**src/rtl/fb_write_arbiter.sv**
```systemverilog
// Framebuffer write-port arbiter: round-robin, burst-capped sharing of one pixel write
// port between N_REQ producers, opened by frame_start and closed once all report done.

module fb_wr_lane (
   input  logic clk_33m,
   input  logic rst_n,
   input  logic clr,
   input  logic busy,
   input  logic req_done,
   input  logic req_valid,
   input  logic granted,
   output logic done_eff,
   output logic ready
);
   logic done_lat;

   always_ff @(posedge clk_33m) begin
      if (!rst_n)                done_lat <= 1'b0;
      else if (clr)              done_lat <= 1'b0;
      else if (busy && req_done) done_lat <= 1'b1;
   end

   // Arbitration sees a done raised this cycle; the ready path only sees the latch, so a
   // transfer that coincides with req_done is still taken.
   assign done_eff = done_lat | (busy & req_done);
   assign ready    = granted & req_valid & ~done_lat;
endmodule

module fb_write_arbiter #(
   parameter int N_REQ   = 2,
   parameter int COORD_W = 12,
   parameter int PAL_W   = 2,
   parameter int BURST   = 16
) (
   input  logic                            clk_33m,
   input  logic                            rst_n,
   input  logic                            frame_start,
   input  logic [N_REQ-1:0]                req_valid,
   input  logic [N_REQ-1:0][COORD_W-1:0]   req_x,
   input  logic [N_REQ-1:0][COORD_W-1:0]   req_y,
   input  logic [N_REQ-1:0][PAL_W-1:0]     req_pal,
   input  logic [N_REQ-1:0]                req_done,
   output logic [N_REQ-1:0]                req_ready,
   output logic [COORD_W-1:0]              write_x,
   output logic [COORD_W-1:0]              write_y,
   output logic [PAL_W-1:0]                write_palette,
   output logic                            write_en,
   output logic                            frame_busy,
   output logic                            frame_done
);
   localparam int IDX_W = (N_REQ > 1) ? $clog2(N_REQ) : 1;
   localparam int CNT_W = $clog2(BURST + 1);

   typedef enum logic [1:0] {IDLE, ARB, GRANT, DONE} state_t;

   state_t             state, state_nxt;
   logic [IDX_W-1:0]   rr, gnt, sel;
   logic [CNT_W-1:0]   burst_cnt;
   logic [N_REQ-1:0]   done_eff, granted, elig;
   logic               found, all_done, xfer, last, leave, lane_clr;

   assign lane_clr = (state == IDLE) || frame_start;

   for (genvar i = 0; i < N_REQ; i++) begin : g_lane
      fb_wr_lane u_lane (
         .clk_33m   (clk_33m),
         .rst_n     (rst_n),
         .clr       (lane_clr),
         .busy      (frame_busy),
         .req_done  (req_done[i]),
         .req_valid (req_valid[i]),
         .granted   (granted[i]),
         .done_eff  (done_eff[i]),
         .ready     (req_ready[i])
      );
   end

   assign elig     = req_valid & ~done_eff;
   assign all_done = &done_eff;
   assign xfer     = |req_ready;
   assign last     = xfer && (burst_cnt == CNT_W'(BURST - 1));
   assign leave    = !req_valid[gnt] || req_done[gnt] || last;

   // Lowest eligible index at or above rr wins; otherwise wrap to the lowest overall.
   always_comb begin
      sel   = '0;
      found = 1'b0;
      for (int i = N_REQ - 1; i >= 0; i--)
         if (elig[i]) begin
            sel   = IDX_W'(i);
            found = 1'b1;
         end
      for (int i = N_REQ - 1; i >= 0; i--)
         if (elig[i] && (IDX_W'(i) >= rr)) sel = IDX_W'(i);
   end

   always_ff @(posedge clk_33m) begin
      if (!rst_n) state <= IDLE;
      else        state <= state_nxt;
   end

   always_comb begin
      state_nxt = state;
      case (state)
         IDLE:    if (frame_start) state_nxt = ARB;
         ARB:     if (frame_start)   state_nxt = ARB;
                  else if (all_done) state_nxt = DONE;
                  else if (found)    state_nxt = GRANT;
         GRANT:   if (frame_start || leave) state_nxt = ARB;
         DONE:    state_nxt = frame_start ? ARB : IDLE;
         default: state_nxt = IDLE;
      endcase
   end

   always_comb begin
      granted = '0;
      if (state == GRANT && !frame_start) granted[gnt] = 1'b1;
      frame_busy = (state == ARB) || (state == GRANT);
      frame_done = (state == DONE);
   end

   // An abort leaves rr alone so the interrupted owner keeps its turn.
   always_ff @(posedge clk_33m) begin
      if (!rst_n) begin
         rr        <= '0;
         gnt       <= '0;
         burst_cnt <= '0;
      end else if (!frame_start) begin
         if (state == ARB && found && !all_done) begin
            gnt       <= sel;
            burst_cnt <= '0;
         end
         if (state == GRANT) begin
            if (xfer)  burst_cnt <= burst_cnt + 1'b1;
            if (leave) rr <= (gnt == IDX_W'(N_REQ - 1)) ? '0 : gnt + 1'b1;
         end
      end
   end

   always_ff @(posedge clk_33m) begin
      if (!rst_n || !xfer) begin
         write_en      <= 1'b0;
         write_x       <= '1;
         write_y       <= '1;
         write_palette <= '0;
      end else begin
         write_en      <= 1'b1;
         write_x       <= req_x[gnt];
         write_y       <= req_y[gnt];
         write_palette <= req_pal[gnt];
      end
   end
endmodule

```
**config.mk**
```make
export PLATFORM = sky130hd
export DESIGN_NAME = fb_write_arbiter
export DESIGN_NICKNAME = d
export VERILOG_FILES = /design/src/rtl/fb_write_arbiter.sv
export SDC_FILE = /design/constraint.sdc
export NUM_CORES = 1
export LEC_CHECK = 0
export ABC_CLOCK_PERIOD_IN_PS = 4650
export BUFFER_PORTS_ARGS = -buffer_cell sky130_fd_sc_hd__buf_2
export CELL_PAD_IN_SITES_DETAIL_PLACEMENT = 0
export CELL_PAD_IN_SITES_GLOBAL_PLACEMENT = 1
export CORE_MARGIN = 3
export CORE_UTILIZATION = 36
export CTS_BUF_LIST = sky130_fd_sc_hd__clkbuf_4 sky130_fd_sc_hd__clkbuf_8
export DETAILED_ROUTE_END_ITERATION = 16
export GPL_TIMING_DRIVEN = 0
export PLACE_DENSITY_LB_ADDON = 0.1
export SLEW_MARGIN = 20
export SYNTH_ARGS = -nofsm -noshare
export SYNTH_HDL_FRONTEND = slang
export SYNTH_SLANG_ARGS = --single-unit
```
**constraint.sdc**
```tcl
create_clock -name clk_33m -period 4.65 [get_ports clk_33m]
set_input_delay 0.93 -clock clk_33m [delete_from_list [all_inputs] [get_ports clk_33m]]
set_output_delay 0.93 -clock clk_33m [all_outputs]
set_load 0.1 [all_outputs]
```
# Word level (Yosys, flattened, before mapping)
# Cells that the tools add are included.
# W data, S select, Z words.
[word_totals]
ff_bits = 38
output_inout_bits = 31
[op_classes]
add_sub_neg = 2
n_lt_le_gt_ge = 4
n_eq_ne = 7
mux = 30
n_bitwise = 14
reduce_logical = 27
[ops]
columns = ["operator", "count"]
rows = [
  ["$mux W12", 4],
  ["$mux W2", 8],
  ["$mux W5", 3],
  ["$mux W1", 13],
  ["$logic_and A1 B1 Y1", 9],
  ["$pmux W2 S4", 1],
  ["$and A1 B1 Y1", 6],
  ["$logic_or A1 B1 Y1", 6],
  ["$reduce_and A3 Y1", 2],
  ["$add A5 B1 Y5 const B", 1],
  ["$eq A5 B4 Y1 const B", 1],
  ["$logic_not A1 Y1", 5],
  ["$eq A2 B2 Y1 const B", 2],
  ["$ne A2 B2 Y1 const B", 2],
  ["$ne A4 B4 Y1 const B", 1],
  ["$not A1 Y1", 4],
  ["$reduce_and A2 Y1", 2],
  ["$reduce_or A2 Y1", 2],
  ["$and A2 B2 Y2", 1],
  ["$eq A2 B1 Y1 const B", 1],
  ["$ge A1 B1 Y1 const A", 2],
  ["$logic_not A2 Y1", 1],
  ["$lt A1 B2 Y1 const B", 1],
  ["$not A2 Y2", 1],
  ["4 further kinds", 5],
]

# Logic depth before layout (Yosys ltp)
# Gate-level depths: netlist (run 1).
[logic_depth]
ltp_word = 13
ltp_mapped = 8
ltp_nobuf = 7

# Hierarchy
# Synthesis (run 1) repeated with hierarchy kept, for this count alone.
[unflattened]
hier_cells = 175
area_unflattened_um2 = 1637.8
[modules_own_cells]
columns = ["module", "instances", "cells_each", "area_per_inst_um2"]
rows = [
  ["fb_write_arbiter", 1, 165, 1550.2],
  ["fb_wr_lane", 2, 5, 43.8],
]

# Worst setup path before layout (run 1)
# Ideal clock, no wire load.
[synth_path]
kind = "input-to-output"
startpoint = "input frame_start"
endpoint = "output req_ready[0]"
t_arrival_ps = 1691
required_ps = 3720
slack_ps = 2029
cell_stages = 4
n_path_buf = 2
path_cell_list = "buf_6 nor3b_4 and2_1 buf_4"
[synth_via]
elab_chain_cells = 5
[synth_lines]
columns = ["item", "line_no", "rtl"]
rows = [
  ["from (decl)", "37", "input logic frame_start,"],
  ["$logic_not A1 Y1", "--", ""],
  ["$logic_and A1 B1 Y1", "117", "if (state == GRANT && !frame_start) granted[gnt] = 1'b1;"],
  ["$mux W2", "117", ""],
  ["$and A1 B1 Y1 (2 in series)", "26", "assign ready = granted & req_valid & ~done_lat;"],
  ["to (decl)", "43", "output logic [N_REQ-1:0] req_ready,"],
]
# No other way between the ends.

# Worst setup path after layout (run 1)
# Same ends and word-level chain as after synthesis.

==> Flow_metrics.wiki, run 1 <==
{| class="wikitable"
! Metric !! Value
|-
| Number of nets in the layout || 338
|-
| Min-delay src || burst_cnt[1]$_SDFFE_PN0N_
|-
| Number of primary I/O pins || 90
|-
| Arrival time of the worst setup path || about 2.1 ns
|-
| Num rows || 24
|-
| Antenna violations before repair || 0
|-
| Worst Path Buf+Inv || 4
|-
| Initial standard-cell utilization of the core || 38.1%
|-
| Seq/Total Area, Yosys || between 40% and 50%
|-
| Drc violations || 0
|-
| Root buffer cell || sky130_fd_sc_hd__clkbuf_8
|-
| Layout cell share with drive strength beyond 1 || a little under 40%
|-
| Count of input and output buffers || between 80 and 90
|-
| Met1 Resource Use GR || between 10% and 20%
|-
| Number of pins with negative max-slew slack in the final report || 0
|-
| Total GRT Usage || 14.3%
|-
| Floorplan die width || 74.9 µm
|-
| Number of distinct library cells after synthesis || 35
|-
| Clock network latency to the later pin of the worst-skew pair || 0.28 ns
|-
| Worst hold endpoint || burst_cnt[1]$_SDFFE_PN0N_
|-
| Worst Tran Pin Value || 0.482 ns
|-
| Seq cells post-synth || 38
|-
| Antenna fix cells || 0
|-
| Launching element type of the critical path || input port
|-
| Critical path capture point type || output port
|-
| Number of buffers added to fix hold violations after cts || 0
|-
| Number of buffers created by CTS || 5
|-
| Total negative slack for setup checks || 0 ns
|-
| Most common cell in the synthesized netlist || sky130_fd_sc_hd__dfxtp_1
|-
| Largest net degree at the start of global routing || 12
|-
| Synthesized netlist cell count || 177
|-
| Power Density || 281 mW/mm²
|-
| Fraction of met3 tracks used by global routing || 6.94%
|-
| Worst ir drop on vdd || ~0.00015 V
|-
| Clock transition time at the flip-flop clock pins of the worst setup and hold paths || 0.07 ns
|-
| HPWL after detailed placement || 3.13 mm
|-
| Global-route wire length before repair || around 6.0 mm
|-
| List of most frequent post-synthesis cells || sky130_fd_sc_hd__dfxtp_1 (38), sky130_fd_sc_hd__nand2_1 (29), sky130_fd_sc_hd__mux2i_1 (26)
|-
| Routed length per instance || 12.1 µm
|-
| Post-synth design cell area || ~0.0017 mm²
|-
| Top FF cell, synth || sky130_fd_sc_hd__dfxtp_1
|-
| Leading post-synthesis cells by cell area || sky130_fd_sc_hd__dfxtp_1 (45%), sky130_fd_sc_hd__mux2i_1 (15%), sky130_fd_sc_hd__nand2_1 (6.4%), sky130_fd_sc_hd__ha_1 (4.4%), sky130_fd_sc_hd__a21oi_1 (2.6%)
|-
| Die span in y || 74.9 µm
|-
| Sequence of cells on the critical path || buf_2, buf_6, nor3b_4, and2_1, buf_4, buf_2
|-
| Portion of the clock cycle consumed by the worst path in the final layout || 64.7%
|-
| Worst min-delay path category || register to register
|-
| Clock tree buffer depth || 2
|-
| Non-filler instance count after layout || about 330
|-
| Warnings from Yosys || 0
|-
| Fraction of post-synthesis cell area in the top cell type by area || 44.6%
|-
| Die Footprint || 0.00560 mm²
|-
| Tot Pwr || 0.650 mW
|-
| Hold-critical path depth || 2
|-
| Number of global-route vias before repair || 1411
|-
| Hold Fails Final Rpt || 0
|-
| Cell taking the most area after synthesis || sky130_fd_sc_hd__dfxtp_1
|-
| Grt met2 use || 23.8%
|-
| Final antenna-violating net count || 0
|-
| Worst setup slack for register-to-register paths || around 2.6 ns
|-
| Util after Layout || 51.7%
|-
| Hold slack final || 0.474 ns
|-
| Minimum clock period after layout || 3.01 ns
|-
| Reg2Reg Depth || 7
|-
| Cell repeated most along the worst path || sky130_fd_sc_hd__buf_2
|-
| Final Wtd Congestion || 0.862
|-
| Total setup violations reported at the end of the flow || 0
|-
| Mapped Nets || 242
|-
| Avg Inst Size Synth || 9.64 µm²
|-
| Via count normalized by instance count || around 4.7
|-
| Number of cells after detailed placement || 318
|-
| Setup Skew || 0.00410 ns
|-
| Maximum clock rate || 0.333 GHz
|-
| Number of clock sinks seen by CTS || 38
|-
| GRT Max-Usage Layer || met2
|-
| Total wire length || 3.93 mm
|-
| Critical Path Max Stage Delay || just over 0.4 ns
|-
| Max capacitance violation total || 0
|-
| CTS tree || built
|-
| Outcome || finished, final reports clean
|-
| FF-to-FF End || burst_cnt[3]$_SDFFE_PN0N_
|-
| Async set-reset flop share out of synthesis || 0%
|-
| Category of cells accounting for the largest share of critical-path delay || buffers and inverters
|-
| CP max FO || 10
|-
| DR iter-0 viols || 48
|-
| EDFF count, synth || 0
|-
| Setup repair after global routing missed its margin || no
|-
| Via count || between 1500 and 2000
|-
| Crit path required time || 3.72 ns
|-
| Source of the worst register-to-register timing path || state[0]$_SDFFE_PN0P_
|-
| Normalized max-slew margin || 67.5%
|-
| Post_cts resized || 0
|-
| Post-synthesis to final-layout area growth || 35.5%
|-
| Count of buffers added by post-CTS timing repair for setup || 0
|-
| Kind of critical path || input port to output port
|-
| Leakage dissipation || 0.983 nW
|-
| CP max stage cell || sky130_fd_sc_hd__buf_2
|-
| Total congestion overflow || 0
|-
| First-pass iteration count of the detailed router || 4
|-
| Area of the core region || 0.00447 mm²
|-
| Maximum level of the CTS H-tree || 2
|}
==> through the flow <==
step	instance area, µm²	setup slack, ns
global placement	2220	1.64
CTS	2310	1.63
floorplan	1710	2.03
global route	2310	1.58
detailed placement	2220	1.64
finish	2310	1.64
==> where the power goes <==
part	total, mW	internal [mW]	switching (mW)
clock	0.232	0.125	0.107
combinational	0.0876	0.0394	0.0482
sequential	0.330	0.328	0.00266
==> logic make-up after synthesis <==
group | synth area share (%)
buf+inv | 4.62
compound gates | 11.3
flops | 44.6
fa+ha+maj | 4.40
mux | 15.2
simple gates | 19.9
==> per-layer routing <==
metal	part of all wire [%]	routed length [µm]
met5	0	0
met4	0.61	24
met3	11	424
met2	49	1920
met1	40	1570
==> flip-flops by register name, summed over array words and instances, names as in the netlist <==
register                flops
write_x                    12
write_y                    12
burst_cnt                   5
g_lane.u_lane.done_lat      2
state                       2
write_palette               2
gnt                         1
rr                          1
write_en                    1
==> final cells by class <==
cell class / instances / area [µm²]
Tap cell: 52 / 65.1
Clock buffer: 7 / 90.1
Sequential cell: 38 / 761
Buffer: 10 / 67.6
Timing Repair Buffer: 89 / 445
Multi-Input combinational cell: 126 / 867
Inverter: 3 / 11.3
Clock inverter: 1 / 5.00
Fill cell: 446 / 2160
==> worst reg2reg max path, cell delays in order, from the launching register on <==
cell and delay (ns):
sky130_fd_sc_hd__dfxtp_1 0.41, sky130_fd_sc_hd__inv_1 0.09, sky130_fd_sc_hd__ha_1 0.36, sky130_fd_sc_hd__a21oi_1 0.26, sky130_fd_sc_hd__o21ai_0 0.25, sky130_fd_sc_hd__o31a_1 0.36
sky130_fd_sc_hd__o21ai_0 0.18, sky130_fd_sc_hd__a21boi_1 0.08
==> cell usage in the layout, fill, tap and decap left out, types with 3 or more instances in the layout <==
cell / instances
sky130_fd_sc_hd__buf_2: 92
sky130_fd_sc_hd__dfxtp_1: 38
sky130_fd_sc_hd__nand2_1: 29
sky130_fd_sc_hd__mux2i_1: 26
sky130_fd_sc_hd__a21oi_1: 9
sky130_fd_sc_hd__nor2b_1: 7
sky130_fd_sc_hd__o21ai_0: 6
sky130_fd_sc_hd__nor2_1: 6
sky130_fd_sc_hd__ha_1: 6
sky130_fd_sc_hd__clkbuf_8: 6
sky130_fd_sc_hd__buf_4: 5
sky130_fd_sc_hd__nand3_1: 5
sky130_fd_sc_hd__and2_1: 4
sky130_fd_sc_hd__inv_1: 3
sky130_fd_sc_hd__nor3b_1: 3
sky130_fd_sc_hd__nand3b_1: 3
==> worst max-delay path by stage <==
stage                      startpoint  slack, ns            to  cells past startpoint
after global routing      frame_start       1.58  req_ready[0]                      6
after detailed placement  frame_start       1.64  req_ready[0]                      6
after global placement    frame_start       1.64  req_ready[0]                      6
after CTS                 frame_start       1.63  req_ready[0]                      6
final                     frame_start       1.64  req_ready[0]                      6
after floorplan           frame_start       2.03  req_ready[0]                      4
(Power assumes the default switching activity.)
==> run 2: changes to the inputs <==
Settings changed: ABC_CLOCK_PERIOD_IN_PS 4650 to 2650, CORE_UTILIZATION 36 to 30.
Clock period 4.65 ns to 2.65 ns, I/O delays scaled along.
==> Flow_metrics.wiki, run 2 (synthesized netlist as in run 1, its figures left out) <==
{| class="wikitable"
! Metric !! Value
|-
| Sequence of cells on the critical path || inv_1, ha_1, nor2b_2, and2_1, buf_4, buf_2
|-
| Crit path required time || 2.12 ns (-1.60 ns)
|-
| Number of buffers created by CTS || 5 (unchanged)
|-
| Clock network latency to the later pin of the worst-skew pair || 0.28 ns (about the same)
|-
| Largest net degree at the start of global routing || 11 (-1)
|-
| Num rows || 26 (+8.3%)
|-
| Root buffer cell || sky130_fd_sc_hd__clkbuf_8
|-
| Launching element type of the critical path || register
|-
| Leakage dissipation || 0.975 nW (-0.87%)
|-
| Total wire length || 4.15 mm (+5.6%)
|-
| Number of nets in the layout || 338 (unchanged)
|-
| Die Footprint || 0.00663 mm² (+18%)
|-
| Area of the core region || 0.00530 mm² (+19%)
|-
| Via count normalized by instance count || 4.47 (-4.0%)
|-
| DR iter-0 viols || 30 (-38%)
|-
| Commonest non-fill, non-tap cell in the layout || sky130_fd_sc_hd__buf_2
|-
| Minimum clock period after layout || ~2.4 ns
|-
| Arrival time of the worst setup path || 1.88 ns (-0.20 ns)
|-
| Max capacitance violation total || 0 (unchanged)
|-
| Grt met2 use || 20.7% (-3.1 points)
|-
| Outcome || finished, final reports clean
|-
| Drc violations || 0 (unchanged)
|-
| Maximum level of the CTS H-tree || 2 (unchanged)
|-
| Total GRT Usage || 13.6% (-0.65 points)
|-
| Maximum clock rate || 0.415 GHz
|-
| HPWL after detailed placement || 3.31 mm (+5.6%)
|-
| Number of pins with negative max-slew slack in the final report || 0 (unchanged)
|-
| Total setup violations reported at the end of the flow || 0 (unchanged)
|-
| Initial standard-cell utilization of the core || 32.2% (-6.0 points)
|-
| Clock transition time at the flip-flop clock pins of the worst setup and hold paths || 0.07 ns (about the same)
|-
| Worst min-delay path category || input port to register
|-
| Critical Path Max Stage Delay || 0.41 ns (about the same)
|-
| Power Density || 481 mW/mm² (+71%)
|-
| Post-synthesis to final-layout area growth || 36.2%
|-
| First-pass iteration count of the detailed router || 4 (unchanged)
|-
| Routed length per instance || 12.1 µm (+0.68%)
|-
| Worst ir drop on vdd || 0.000214 V (+39%)
|-
| GRT Max-Usage Layer || met2
|-
| Portion of the clock cycle consumed by the worst path in the final layout || 91.0%
|-
| Commonest cells after routing, fill and taps aside || sky130_fd_sc_hd__buf_2 (92), sky130_fd_sc_hd__dfxtp_1 (38), sky130_fd_sc_hd__nand2_1 (29)
|-
| Normalized max-slew margin || 65.4% (-2.1 points)
|-
| Final antenna-violating net count || 0 (unchanged)
|-
| Min-delay src || req_x[9]
|-
| Kind of critical path || register to output port
|-
| Count of input and output buffers || 89 (unchanged)
|-
| Global-route wire length before repair || 6.91 mm (+15%)
|-
| Count of buffers added by post-CTS timing repair for setup || 0 (unchanged)
|-
| Source of the worst register-to-register timing path || state[0]$_SDFFE_PN0P_
|-
| CTS tree || built
|-
| Biggest registers after layout || write_x x12, write_y x12, burst_cnt x5
|-
| Post_cts resized || 0 (unchanged)
|-
| Number of clock sinks seen by CTS || 38 (unchanged)
|-
| Antenna fix cells || 0 (unchanged)
|-
| Area of all placed cells without fillers || 0.00232 mm² (+0.54%)
|-
| Layout cell share with drive strength beyond 1 || 39.7% (-0.075 points)
|-
| Number of global-route vias before repair || 1498 (+6.2%)
|-
| Floorplan die width || 81.4 µm (+8.8%)
|-
| Area of placed instances || 0.00224 mm² (+1.0%)
|-
| Category of cells accounting for the largest share of critical-path delay || buffers and inverters
|-
| Critical path capture point type || output port
|-
| Tot Pwr || 1.12 mW (+72%)
|-
| Hold Fails Final Rpt || 0 (unchanged)
|-
| Number of buffers added to fix hold violations after cts || 0 (unchanged)
|-
| Origin of the worst setup path || state[0]$_SDFFE_PN0P_
|-
| CP max FO || 6 (-4)
|-
| Worst Path Buf+Inv || 3 (-1)
|-
| Antenna violations before repair || 0 (unchanged)
|-
| Final Wtd Congestion || 0.775 (-10%)
|-
| Setup Skew || 0.00391 ns (-0.000190 ns)
|-
| Worst Tran Pin Value || 0.514 ns (+0.0312 ns)
|-
| Fraction of met3 tracks used by global routing || 6.47% (-0.47 points)
|-
| Setup repair after global routing missed its margin || no
|-
| Total negative slack for setup checks || 0 ns (unchanged)
|-
| Via count || 1529 (+0.72%)
|-
| Clock tree buffer depth || 2 (unchanged)
|-
| Total congestion overflow || 0 (unchanged)
|-
| CP max stage cell || sky130_fd_sc_hd__buf_2
|-
| Met1 Resource Use GR || 16.7% (+1.0 points)
|-
| Number of primary I/O pins || 90 (unchanged)
|-
| Die span in y || 81.4 µm (+8.8%)
|}
[run 2: changes by cell type in the layout (fill, tap and decap cells not counted)]
cell and delta:
sky130_fd_sc_hd__clkbuf_4 -1, sky130_fd_sc_hd__clkinv_2 -1, sky130_fd_sc_hd__nor2b_1 -1, sky130_fd_sc_hd__nor2b_2 +1
[run 2: through the flow]
| step | std cells | setup WS, ns | util (%) | hold slack [ns] |
|---|---|---|---|---|
| after floorplan | 177 | 0.214 | - | 0.446 |
| after global placement | 336 | 0.404 | 42.2 | 0.461 |
| after detailed placement | 336 | 0.404 | 42.2 | 0.475 |
| after CTS | 342 | 0.0923 | 43.8 | 0.441 |
| after global routing | 342 | 0.125 | 43.8 | 0.453 |
| final | 342 | 0.239 | 43.8 | 0.455 |
[run 2: layout make-up]
class                           instances  area [µm²]
Fill cell                             537        2980
Multi-Input combinational cell        126         870
Sequential cell                        38         761
Timing Repair Buffer                   89         445
Tap cell                               70        87.6
Clock buffer                            6        82.6
Buffer                                 10        67.6
Inverter                                3        11.3
[run 2: worst reg2reg max path, stage by stage, from the launching register on]
cell	delay [ns]
sky130_fd_sc_hd__dfxtp_1	0.41
sky130_fd_sc_hd__inv_1	0.09
sky130_fd_sc_hd__ha_1	0.37
sky130_fd_sc_hd__a21oi_1	0.27
sky130_fd_sc_hd__o21ai_0	0.26
sky130_fd_sc_hd__o31a_1	0.37
sky130_fd_sc_hd__o21ai_0	0.19
sky130_fd_sc_hd__a21boi_1	0.08
[run 2: power breakdown]
group          switching (mW)  total [mW]  leakage (nW)  internal, mW
Clock                   0.182       0.383        0.0431         0.201
Sequential            0.00469       0.580         0.308         0.575
Combinational          0.0863       0.156         0.624        0.0693
[run 2: worst paths after layout]
path,endpoint,cells past startpoint,slack [ns]
max,req_ready[1],6,0.24
min,write_x[9]$_SDFF_PN1_,3,0.46
max reg2reg,burst_cnt[3]$_SDFFE_PN0N_,7,0.50
min reg2reg,burst_cnt[1]$_SDFFE_PN0N_,2,0.48
[run 2: routing by layer]
layer,routed length (µm),up-vias
met5,0,-
met4,63,0
met3,476,7
met2,1820,59
met1,1800,665
li1,-,798
